--- src/rtl/mrv1_issue_sched.sv ---
// mrv1_issue_sched: per-cycle round-robin thread picker for the multithreaded issue stage
// Holds a thread off after it issues a branch/jump until execute resolves it.
// Optional starvation priority when MRV1_ISSUE_SCHED_STARVE_EN is defined.
// Ports: clk_i/rst_i (sync, active-high); thr_en_i/thr_rdy_i/thr_conflict_i/thr_is_ctrl_i per thread;
// thr_fu_req_i one-hot FU request per thread; exec_fu_rdy_i per FU; exec_b_resolve_vld_i/_tid_i resolve;
// issue_vld_o/issue_tid_o/issue_gnt_o grant (combinational); thr_blocked_o registered hold-off mask.
module mrv1_issue_sched #(
  parameter int NUM_THREADS_P = 8,
  parameter int NUM_FU_P = 4,
  parameter int STARVE_LIMIT_P = 15,
  localparam int TID_WIDTH_LP = $clog2(NUM_THREADS_P)
) (
  input  logic                              clk_i,
  input  logic                              rst_i,
  input  logic [NUM_THREADS_P-1:0]          thr_en_i,
  input  logic [NUM_THREADS_P-1:0]          thr_rdy_i,
  input  logic [NUM_THREADS_P-1:0]          thr_conflict_i,
  input  logic [NUM_THREADS_P-1:0]          thr_is_ctrl_i,
  input  logic [NUM_THREADS_P*NUM_FU_P-1:0] thr_fu_req_i,
  input  logic [NUM_FU_P-1:0]               exec_fu_rdy_i,
  input  logic                              exec_b_resolve_vld_i,
  input  logic [TID_WIDTH_LP-1:0]           exec_b_resolve_tid_i,
  output logic                              issue_vld_o,
  output logic [TID_WIDTH_LP-1:0]           issue_tid_o,
  output logic [NUM_THREADS_P-1:0]          issue_gnt_o,
  output logic [NUM_THREADS_P-1:0]          thr_blocked_o
);
  logic [NUM_THREADS_P-1:0] blocked_q, elig, set_blk, clr_blk;
  logic [TID_WIDTH_LP-1:0] ptr_q, rr_tid, win_tid;
  logic rr_vld, win_vld;
  always_comb begin
    elig = '0;
    for (int t = 0; t < NUM_THREADS_P; t++)
      elig[t] = thr_en_i[t] & thr_rdy_i[t] & ~thr_conflict_i[t] & ~blocked_q[t]
                & |(thr_fu_req_i[t*NUM_FU_P +: NUM_FU_P] & exec_fu_rdy_i);
  end
  // Scan from farthest to nearest so the nearest eligible thread after ptr_q is written last.
  always_comb begin
    rr_vld = 1'b0;
    rr_tid = '0;
    for (int i = NUM_THREADS_P; i >= 1; i--)
      if (elig[(int'(ptr_q) + i) % NUM_THREADS_P]) begin
        rr_vld = 1'b1;
        rr_tid = TID_WIDTH_LP'((int'(ptr_q) + i) % NUM_THREADS_P);
      end
  end
`ifdef MRV1_ISSUE_SCHED_STARVE_EN
  localparam int WAIT_W_LP = $clog2(STARVE_LIMIT_P + 1);
  logic [WAIT_W_LP-1:0] wait_q [NUM_THREADS_P];
  logic st_vld;
  logic [TID_WIDTH_LP-1:0] st_tid;
  always_comb begin
    st_vld = 1'b0;
    st_tid = '0;
    for (int t = NUM_THREADS_P - 1; t >= 0; t--)
      if (elig[t] && wait_q[t] == WAIT_W_LP'(STARVE_LIMIT_P)) begin
        st_vld = 1'b1;
        st_tid = TID_WIDTH_LP'(t);
      end
  end
  assign win_vld = st_vld | rr_vld;
  assign win_tid = st_vld ? st_tid : rr_tid;
  always_ff @(posedge clk_i)
    for (int t = 0; t < NUM_THREADS_P; t++)
      if (rst_i || issue_gnt_o[t] || !(thr_en_i[t] && thr_rdy_i[t] && !blocked_q[t]))
        wait_q[t] <= '0;
      else if (wait_q[t] != WAIT_W_LP'(STARVE_LIMIT_P))
        wait_q[t] <= wait_q[t] + 1'b1;
`else
  localparam int unused_starve_limit_lp = STARVE_LIMIT_P;
  assign win_vld = rr_vld;
  assign win_tid = rr_tid;
`endif
  assign issue_vld_o = ~rst_i & win_vld;
  assign issue_tid_o = issue_vld_o ? win_tid : '0;
  assign issue_gnt_o = issue_vld_o ? NUM_THREADS_P'(1) << issue_tid_o : '0;
  assign set_blk = issue_gnt_o & thr_is_ctrl_i;
  assign clr_blk = (exec_b_resolve_vld_i && int'(exec_b_resolve_tid_i) < NUM_THREADS_P)
                   ? NUM_THREADS_P'(1) << exec_b_resolve_tid_i : '0;
  assign thr_blocked_o = blocked_q;
  always_ff @(posedge clk_i)
    if (rst_i) begin
      ptr_q <= TID_WIDTH_LP'(NUM_THREADS_P - 1);
      blocked_q <= '0;
    end else begin
      if (issue_vld_o) ptr_q <= issue_tid_o;
      blocked_q <= (blocked_q & ~clr_blk) | set_blk;
    end
endmodule
--- config.mk ---
export PLATFORM = sky130hd
export DESIGN_NAME = mrv1_issue_sched
export DESIGN_NICKNAME = d
export VERILOG_FILES = /design/src/rtl/mrv1_issue_sched.sv
export SDC_FILE = /design/constraint.sdc
export NUM_CORES = 1
export LEC_CHECK = 0
export CAP_MARGIN = 20
export CORE_UTILIZATION = 43
export DETAILED_ROUTE_END_ITERATION = 8
export PLACE_DENSITY = 0.92
export SYNTH_ARGS = -nofsm -noshare
export SYNTH_HDL_FRONTEND = slang
export SYNTH_SLANG_ARGS = --single-unit
--- constraint.sdc ---
create_clock -name clk_i -period 5.4 [get_ports clk_i]
set_clock_uncertainty 0.15 [all_clocks]
set_input_delay 1.08 -clock clk_i [delete_from_list [all_inputs] [get_ports clk_i]]
set_output_delay 1.08 -clock clk_i [all_outputs]
set_load 0.02 [all_outputs]
Word level (Yosys, flattened, before mapping)

Index checks and enable logic that the tools add are counted.

Register bits after elaboration: 11

Shift-type cells: 2
Mux-type cells: 43
$add $sub $neg: 8
$lt $le $gt $ge: 8
Bitwise operators: 70
Reduce and logical (&&, ||, !) cells: 16

Operators with widths:

| kind                  | number |
|---|---|
| $lt A4 B5 Y1 const B  | 8 |
| $and A1 B1 Y1         | 33 |
| $and A4 B4 Y4         | 8 |
| $reduce_or A4 Y1      | 8 |
| $mux W3               | 9 |
| $bmux W1 S3           | 8 |
| $mux W1               | 24 |
| $reduce_or A3 Y1      | 8 |
| $not A1 Y1            | 17 |
| $and A8 B8 Y8         | 2 |
| $mux W8               | 2 |
| $shl A1 B3 Y8 const A | 2 |
| $add A3 B3 Y3 const B | 4 |
| $and A1 B1 Y1 const A | 8 |
| $not A8 Y8            | 1 |
| $or A8 B8 Y8          | 1 |
| $add A3 B1 Y3 const B | 2 |
| $add A3 B2 Y3 const B | 2 |

Depth between registers and ports, before layout

Gate-level depths: netlist (run 1).

Depth after elaboration: 21
Mapped depth: 14
Depth with buffers taken out: 13

Least setup slack after synthesis (run 1)

No wires, ideal clock.

Path type: input -> output
From: input thr_conflict_i[7]
To: output issue_gnt_o[0]
Stages on the path: 10
Required time: 4.170 ns
Path buffers: 1
Arrival time: 3.412 ns
Path slack: 0.758 ns
Path through: nand4bb_1 a21oi_4 mux2i_1 mux2_2 a221o_1 a31oi_1 mux2_4 and2_4 buf_6 nor3_2

Longest elaborated chain between the ends: 19
Elaborated cells between the ends (all ways): 48
Classes of those cells: shift (1); mux (42); bitwise (5)

Ends and longest elaborated chain:

| item                                        | RTL line | text |
|---|---|---|
| start, declared                             | 17       | `input logic [NUM_THREADS_P-1:0] thr_conflict_i,` |
| $not A1 Y1 *                                | 34       | `elig[t] = thr_en_i[t] & thr_rdy_i[t] & ~thr_conflict_i[t] & ~blocked_q[t]` |
| $and A1 B1 Y1 * (2 in series)               | 34       |  |
| $and A1 B1 Y1 *                             | 35       | `& \|(thr_fu_req_i[t*NUM_FU_P +: NUM_FU_P] & exec_fu_rdy_i);` |
| $bmux W1 S3                                 | 42       | `if (elig[(int'(ptr_q) + i) % NUM_THREADS_P]) begin` |
| $mux W1 (not written as such) (2 in series) | 42       |  |
| $mux W1 (8 in series)                       | 42       |  |
| $and A1 B1 Y1                               | 74       | `assign issue_vld_o = ~rst_i & win_vld;` |
| $mux W3                                     | 75       | `assign issue_tid_o = issue_vld_o ? win_tid : '0;` |
| $shl A1 B3 Y8                               | 76       | `assign issue_gnt_o = issue_vld_o ? NUM_THREADS_P'(1) << issue_tid_o : '0;` |
| $mux W8 *                                   | 76       |  |
| end, declared                               | 25       | `output logic [NUM_THREADS_P-1:0] issue_gnt_o,` |

Every way passes the cells marked *; elsewhere a longest branch is shown, timed or not. The select of a mux whose other input is x is not followed.

Final worst setup path (run 1)

From: input exec_fu_rdy_i[2]
To: output issue_gnt_o[6]

Longest elaborated chain between the ends: 18
Elaborated cells between the ends (all ways): 68
Classes of those cells: shift (1); mux (42); bitwise (17); reduce/logical (8)

Ends and longest elaborated chain:

| item                                        | RTL line | text |
|---|---|---|
| start, declared                             | 20       | `input logic [NUM_FU_P-1:0] exec_fu_rdy_i,` |
| $and A4 B4 Y4                               | 35       |  |
| $reduce_or A4 Y1                            | 35       |  |
| $and A1 B1 Y1                               | 35       |  |
| $bmux W1 S3                                 | 42       |  |
| $mux W1 (not written as such) (2 in series) | 42       |  |
| $mux W1 (8 in series)                       | 42       |  |
| $and A1 B1 Y1                               | 74       |  |
| $mux W3                                     | 75       |  |
| $shl A1 B3 Y8                               | 76       |  |
| $mux W8 *                                   | 76       |  |

Marks and branches as above.

==> qor.yml, run 1 <==
cp-end-kind: "output pin"
drt_iter0_drc: 359
port_buffers: 93
grt_max_degree: 23
hold_viol: 0
seq_power_share_pct: 7.8
first_global_vias: 2786
yosys_warnings: 0
num_antenna_cells: 0
timing.setup.tns_ps: 0
areaGrowthSynthToFinish_pct: 63.6
power_frac_clock_pct: 4.3
setup_ws_ps: 67.1
hold-path-cell-count: 2
hpwl_um: 6520
drive_gt1_share_pct: 33.5
track_usage_pct: 31.9
die_y_um: 72.8
via_count: 2785
place_ws_ps: -322
final_area_sq_um: 3530
switching_power_mw: 1.03
yosys.area.top_type: "mux4_2"
p_per_area_nw_per_um2: 563
synth_common_cells: "nand2_1, a22oi_2, nor2_1"
antenna_found_initial: 0
drc_errors: 0
synth_top_area_share_pct: 10.4
yosysMostFrequentCell: "nand2_1"
first_pass_iters: 8
start_kind: "primary input"
regToRegSetupSlack_ps: 1900
wl_per_cell_um: 19.3
crit_chain: "clkdlybuf4s50_1 -> buf_4 -> a22oi_2 -> a21oi_4 -> mux4_2 -> and2_1 -> a31oi_1 -> o2111ai_2 -> a31o_1 -> nand3_2 -> inv_2 -> and3_1 -> clkbuf_2"
regArea_sq_um: 220
synth-main-ff-cell: "dfxtp_1"
clk_latency_ps: 240
worstRegToRegCells: 10
numCtsBuffers: 3
finalPower_mw: 1.99
multi_input_area_sq_um: 1930
hp-class: "register to register"
leakagePower_nw: 1.43
fin_crit_ps: 5330
critical_path_class: "primary input to output pin"
syn_nets: 323
ir_drop_v: 0.000543
maxSlewViolCount: 0
cts_tree: "done"
grt_pass1_wl_um: 13000
setup_viol: 0
cts_buffer_depth: 2
cts-root-buf: "clkbuf_8"
die_area_sq_um: 5300
cap_violations: 0
crit_arrival_ps: 4100
intPower_mw: 0.959
tightest_slew_ps: 590
htreeDepth: 1
hp-start: "thr_blocked_o[3]$_SDFF_PP0_"
max_clock_freq_mhz: 188
cp_max_fo: 8
ctsHoldBuffers: 0
critPathMaxStageDelay_ps: 470
wl_um: 8450
clkTransAtPathRegs_ps: 50
final_nets: 447
initial_core_util_pct: 45.1
min_to: "thr_blocked_o[3]$_SDFF_PP0_"
cp_slowest_cell: "mux4_2"
ant_nets: 0
fillers: 319
clkSinkCount: 11
r2r_end: "thr_blocked_o[5]$_SDFF_PP0_"
reg2reg_from: "ptr_q[1]$_SDFFE_PP1P_"
netlist_area_sq_um: 2160
ys_top_cells_by_area: "mux4_2, dfxtp_1, a22oi_2"
critical_path_required_ps: 4170
swShare_pct: 51.8
core_sq_um: 4790
fp.dieW_um: 72.8
grt-ovfl-total: 0
place_congestion: 1.01
status: "complete, no violations"
synth.yosys.seq_area_share_pct: 10.2
synthDistinctLibCells: 62
rows: 25
synth_edf_count: 0
netlist_instances: 247
synthArstFlopShare_pct: 0
fin_crit_sh_pct: 98.8
syn_avg_cell_area_sq_um: 8.73
ios: 94
slew_headroom_pct: 60.6
routed_via_density: 6.37
power_frac_comb_pct: 87.9
synth_seq_cells: 11
post_dp_cell_area_sq_um: 3370
worst max path at each step:
stage                           start              to  slack (ps)  depth (start not counted)
finish               exec_fu_rdy_i[2]  issue_gnt_o[6]          70                         13
global route        thr_conflict_i[3]  issue_gnt_o[1]          -7                         11
CTS                  exec_fu_rdy_i[2]  issue_gnt_o[7]        -220                         14
detailed placement   exec_fu_rdy_i[1]  issue_gnt_o[1]        -320                         14
global placement     exec_fu_rdy_i[0]  issue_gnt_o[0]        -240                         12
floorplan           thr_conflict_i[7]  issue_gnt_o[0]         760                         10
critical path: cells and delay by family:
| kind | cells | cell delay (ps) |
|---|---|---|
| AOI/OAI and AO/OA | 5 | 1190 |
| buffers and inverters | 4 | 820 |
| muxes | 1 | 470 |
| and+or+nand+nor | 3 | 530 |
logic make-up (layout without fill, tap and decap cells):
group / after synthesis / count (layout) / share of synthesized area [%]
flip-flops: 11 / 11 / 10.2
buffers and inverters: 28 / 151 / 7.25
adder cells (fa/ha/maj): 2 / 2 / 1.16
AND/OR/NAND/NOR: 85 / 85 / 23.6
AO/OA/AOI/OAI: 93 / 93 / 38.6
multiplexers: 25 / 25 / 18.0
XOR/XNOR: 3 / 3 / 1.22
what timing repair did:
item | in CTS | in global routing
buffers inserted | 0 | 3
pin swaps | 1 | 3
gates resized for setup | 24 | 34
endpoints found under the setup margin | 11 | 12
layer usage:
layer / routed length (um) / vias up / GRT usage, %
li1: - / 1250 / -
met1: 3090 / 1300 / 38.0
met2: 4230 / 196 / 55.8
met3: 868 / 39 / 4.83
met4: 257 / 0 / 15.7
met5: 0 / - / 0
placed cells by master, fill, tap and decap left out, types with 4 or more instances in the layout:
cell type / synthesis / routed
o21ai_1: 3 / 4
a21oi_1: 6 / 4
inv_1: 7 / 7
a22oi_2: 15 / 16
a211oi_2: 0 / 4
clkbuf_2: 0 / 10
nor2b_1: 4 / 4
a21oi_2: 6 / 4
a21oi_4: 1 / 5
nand2b_1: 6 / 6
nor2_1: 12 / 12
a211oi_1: 10 / 6
mux2i_1: 11 / 10
a21o_1: 5 / 5
o31ai_2: 3 / 4
a41o_1: 4 / 4
nand2_1: 21 / 21
and3_1: 6 / 6
clkdlybuf4s50_1: 0 / 81
dfxtp_1: 11 / 11
inv_2: 5 / 5
nor3_1: 5 / 5
buf_4: 0 / 41
mux4_2: 10 / 10
nand4bb_1: 8 / 6
nand3_1: 6 / 6
flip-flops by register name, indices dropped and copies added, names as in the netlist:
name,count
ptr_q,3
thr_blocked_o,8
through the flow:
step	utilization (%)	instances	hold WS, ps
after floorplan	-	247	416
final	73.8	437	356
after global routing	73.8	437	372
after global placement	70.3	430	342
after CTS	72.3	434	346
after detailed placement	70.3	430	340
layout make-up:
cell class | count | area share, %
flip-flops and latches | 11 | 6.24
inverters | 12 | 1.28
multi-input cells | 208 | 54.6
well taps | 67 | 2.38
clock buffers | 4 | 1.28
repair buffers | 135 | 34.3
power by group through the flow:
stage / registers, mW / logic, mW / clock network [mW]
global placement: 0.154 / 1.59 / 0
floorplan: 0.157 / 1.02 / 0
finish: 0.155 / 1.75 / 0.0855
detailed placement: 0.155 / 1.64 / 0
CTS: 0.154 / 1.65 / 0.0869
global route: 0.159 / 1.85 / 0.0918
Power figures use the tool's default switching activity.
==> run 2: changes to the inputs <==
Settings changed: CELL_PAD_IN_SITES_DETAIL_PLACEMENT from default to 0, CELL_PAD_IN_SITES_GLOBAL_PLACEMENT from default to 1, CORE_UTILIZATION 43 to 31.
==> run 2 against run 1 <==
- final area is 0.25% higher
- largest power group unchanged
- wire length is 5.7% lower
- final cell count is 4.6% higher
- power is 1.0% lower
- die area is 38% higher
- combinational power hardly changed
- sequential share of layout area hardly changed
==> qor.yml, run 2 (synthesis results as in run 1) <==
max_clock_freq_mhz: 189  # +0.96%
fillers: 645  # +100%
cp_max_fo: 8  # unchanged
drt_iter0_drc: 181  # -50%
place_congestion: 0.880  # -13%
clk_latency_ps: 240  # about the same
rows: 30  # +20%
crit_arrival_ps: 4050  # -50 ps
routed_via_density: 5.80  # -9.0%
first_global_vias: 2723  # -2.3%
areaGrowthSynthToFinish_pct: 64.0
die_y_um: 85.4  # +17%
fin_crit_ps: 5280  # -50.7 ps
final_cell_mix: "clkdlybuf4s50_1, buf_4, nand2_1"
numCtsBuffers: 3  # unchanged
regArea_sq_um: 220  # unchanged
p_per_area_nw_per_um2: 556  # -1.2%
cp-end-kind: "output pin"
die_area_sq_um: 7300  # +38%
fin_crit_sh_pct: 97.8  # -0.94 points
port_buffers: 93  # unchanged
grt_pass1_wl_um: 13000  # -0.21%
leakagePower_nw: 1.46  # +2.1%
status: "complete, no violations"
final_nets: 454  # +1.6%
first_pass_iters: 4  # -4
htreeDepth: 1  # unchanged
slew_headroom_pct: 59.2  # -1.4 points
drc_errors: 0  # unchanged
largest_reg_flops: 8  # unchanged
tightest_slew_ps: 607  # +17.0 ps
ant_nets: 0  # unchanged
core_sq_um: 6760  # +41%
initial_core_util_pct: 31.9  # -13 points
track_usage_pct: 22.2  # -9.7 points
via_count: 2649  # -4.9%
clkSinkCount: 11  # unchanged
maxSlewViolCount: 0  # unchanged
hold_viol: 0  # unchanged
post_dp_cell_area_sq_um: 3430  # +2.0%
rsz0062_at_grt: "yes"
cts_tree: "done"
wl_per_cell_um: 17.4  # -9.9%
setup_viol: 0  # unchanged
finalHoldWorstSlack_ps: 354  # -2.18 ps
critical_path_required_ps: 4170  # about the same
critical_path_class: "primary input to output pin"
cap_violations: 0  # unchanged
grt_max_degree: 23  # unchanged
grt-ovfl-total: 0  # unchanged
fp.dieW_um: 85.4  # +17%
start_kind: "primary input"
hpwl_um: 6550  # +0.37%
num_antenna_cells: 0  # unchanged
ir_drop_v: 0.000547  # +0.74%
utilization_pct: 52.4  # -21 points
ctsHoldBuffers: 0  # unchanged
clkTransAtPathRegs_ps: 50  # about the same
wl_um: 7960  # -5.7%
layout_commonest_cell: "clkdlybuf4s50_1"
antenna_found_initial: 0  # unchanged
cts_buffer_depth: 2  # unchanged
final_area_sq_um: 3540  # +0.25%
hp-class: "register to register"
cts-root-buf: "clkbuf_8"
ios: 94  # unchanged
drive_gt1_share_pct: 32.9  # -0.62 points
multi_input_area_sq_um: 1860  # -3.4%
## run 2: final cells by class
type | instances | area share, %
inverter | 12 | 1.27
multi-input combinational | 208 | 52.5
tap | 80 | 2.83
clock buffer | 4 | 1.27
timing repair buffer | 142 | 35.9
sequential | 11 | 6.22
## run 2: per-layer routing
metal	track usage, %	part of all wire (%)	wire length, um
met1	28.0	41	3290
met2	38.8	49	3900
met3	3.50	7.5	594
met4	6.52	2.3	180
met5	0	0	0
## run 2: stage by stage
step / TNS [ps] / setup WS [ps] / power [mW] / std cells
finish: 0 / 118 / 1.97 / 457
global route: -25.4 / -25.4 / 2.10 / 457
CTS: 0 / 14.7 / 1.88 / 455
detailed placement: -2650 / -300 / 1.81 / 450
global placement: -2270 / -258 / 1.78 / 450
floorplan: 0 / 758 / 1.17 / 247
## run 2: final timing paths
kind / startpoint / to / slack (ps) / cells after the start
min reg2reg: thr_blocked_o[3]$_SDFF_PP0_ / thr_blocked_o[3]$_SDFF_PP0_ / 350 / 2
max: exec_fu_rdy_i[0] / issue_tid_o[2] / 120 / 12
max reg2reg: ptr_q[1]$_SDFFE_PP1P_ / thr_blocked_o[5]$_SDFF_PP0_ / 1950 / 11
min: thr_blocked_o[3]$_SDFF_PP0_ / thr_blocked_o[3]$_SDFF_PP0_ / 350 / 2
## run 2: what timing repair did
| action | in CTS | in global routing |
|---|---|---|
| setup buffers | 1 | 2 |
| gates resized for setup | 18 | 29 |
| endpoints found under the setup margin | 12 | 12 |
| cloned | 0 | 0 |
| pin swaps | 1 | 7 |
## run 2: report_power, final
group | internal, mW | switching (mW) | total (mW) | leakage (nW)
Combinational | 0.809 | 0.921 | 1.73 | 1.35
Sequential | 0.114 | 0.0408 | 0.155 | 0.0901
Clock | 0.0519 | 0.0316 | 0.0835 | 0.0228
Total | 0.975 | 0.993 | 1.97 | 1.46
## run 2: worst max-delay path: stages
cell and delay [ps]:
clkdlybuf4s50_1 400, buf_4 180, a22oi_2 300, a211oi_2 120, or4_4 580, a22oi_1 200, nor3_1 70, a211o_1 290
o211a_1 230, buf_4 150, buf_4 150, clkdlybuf4s15_1 290
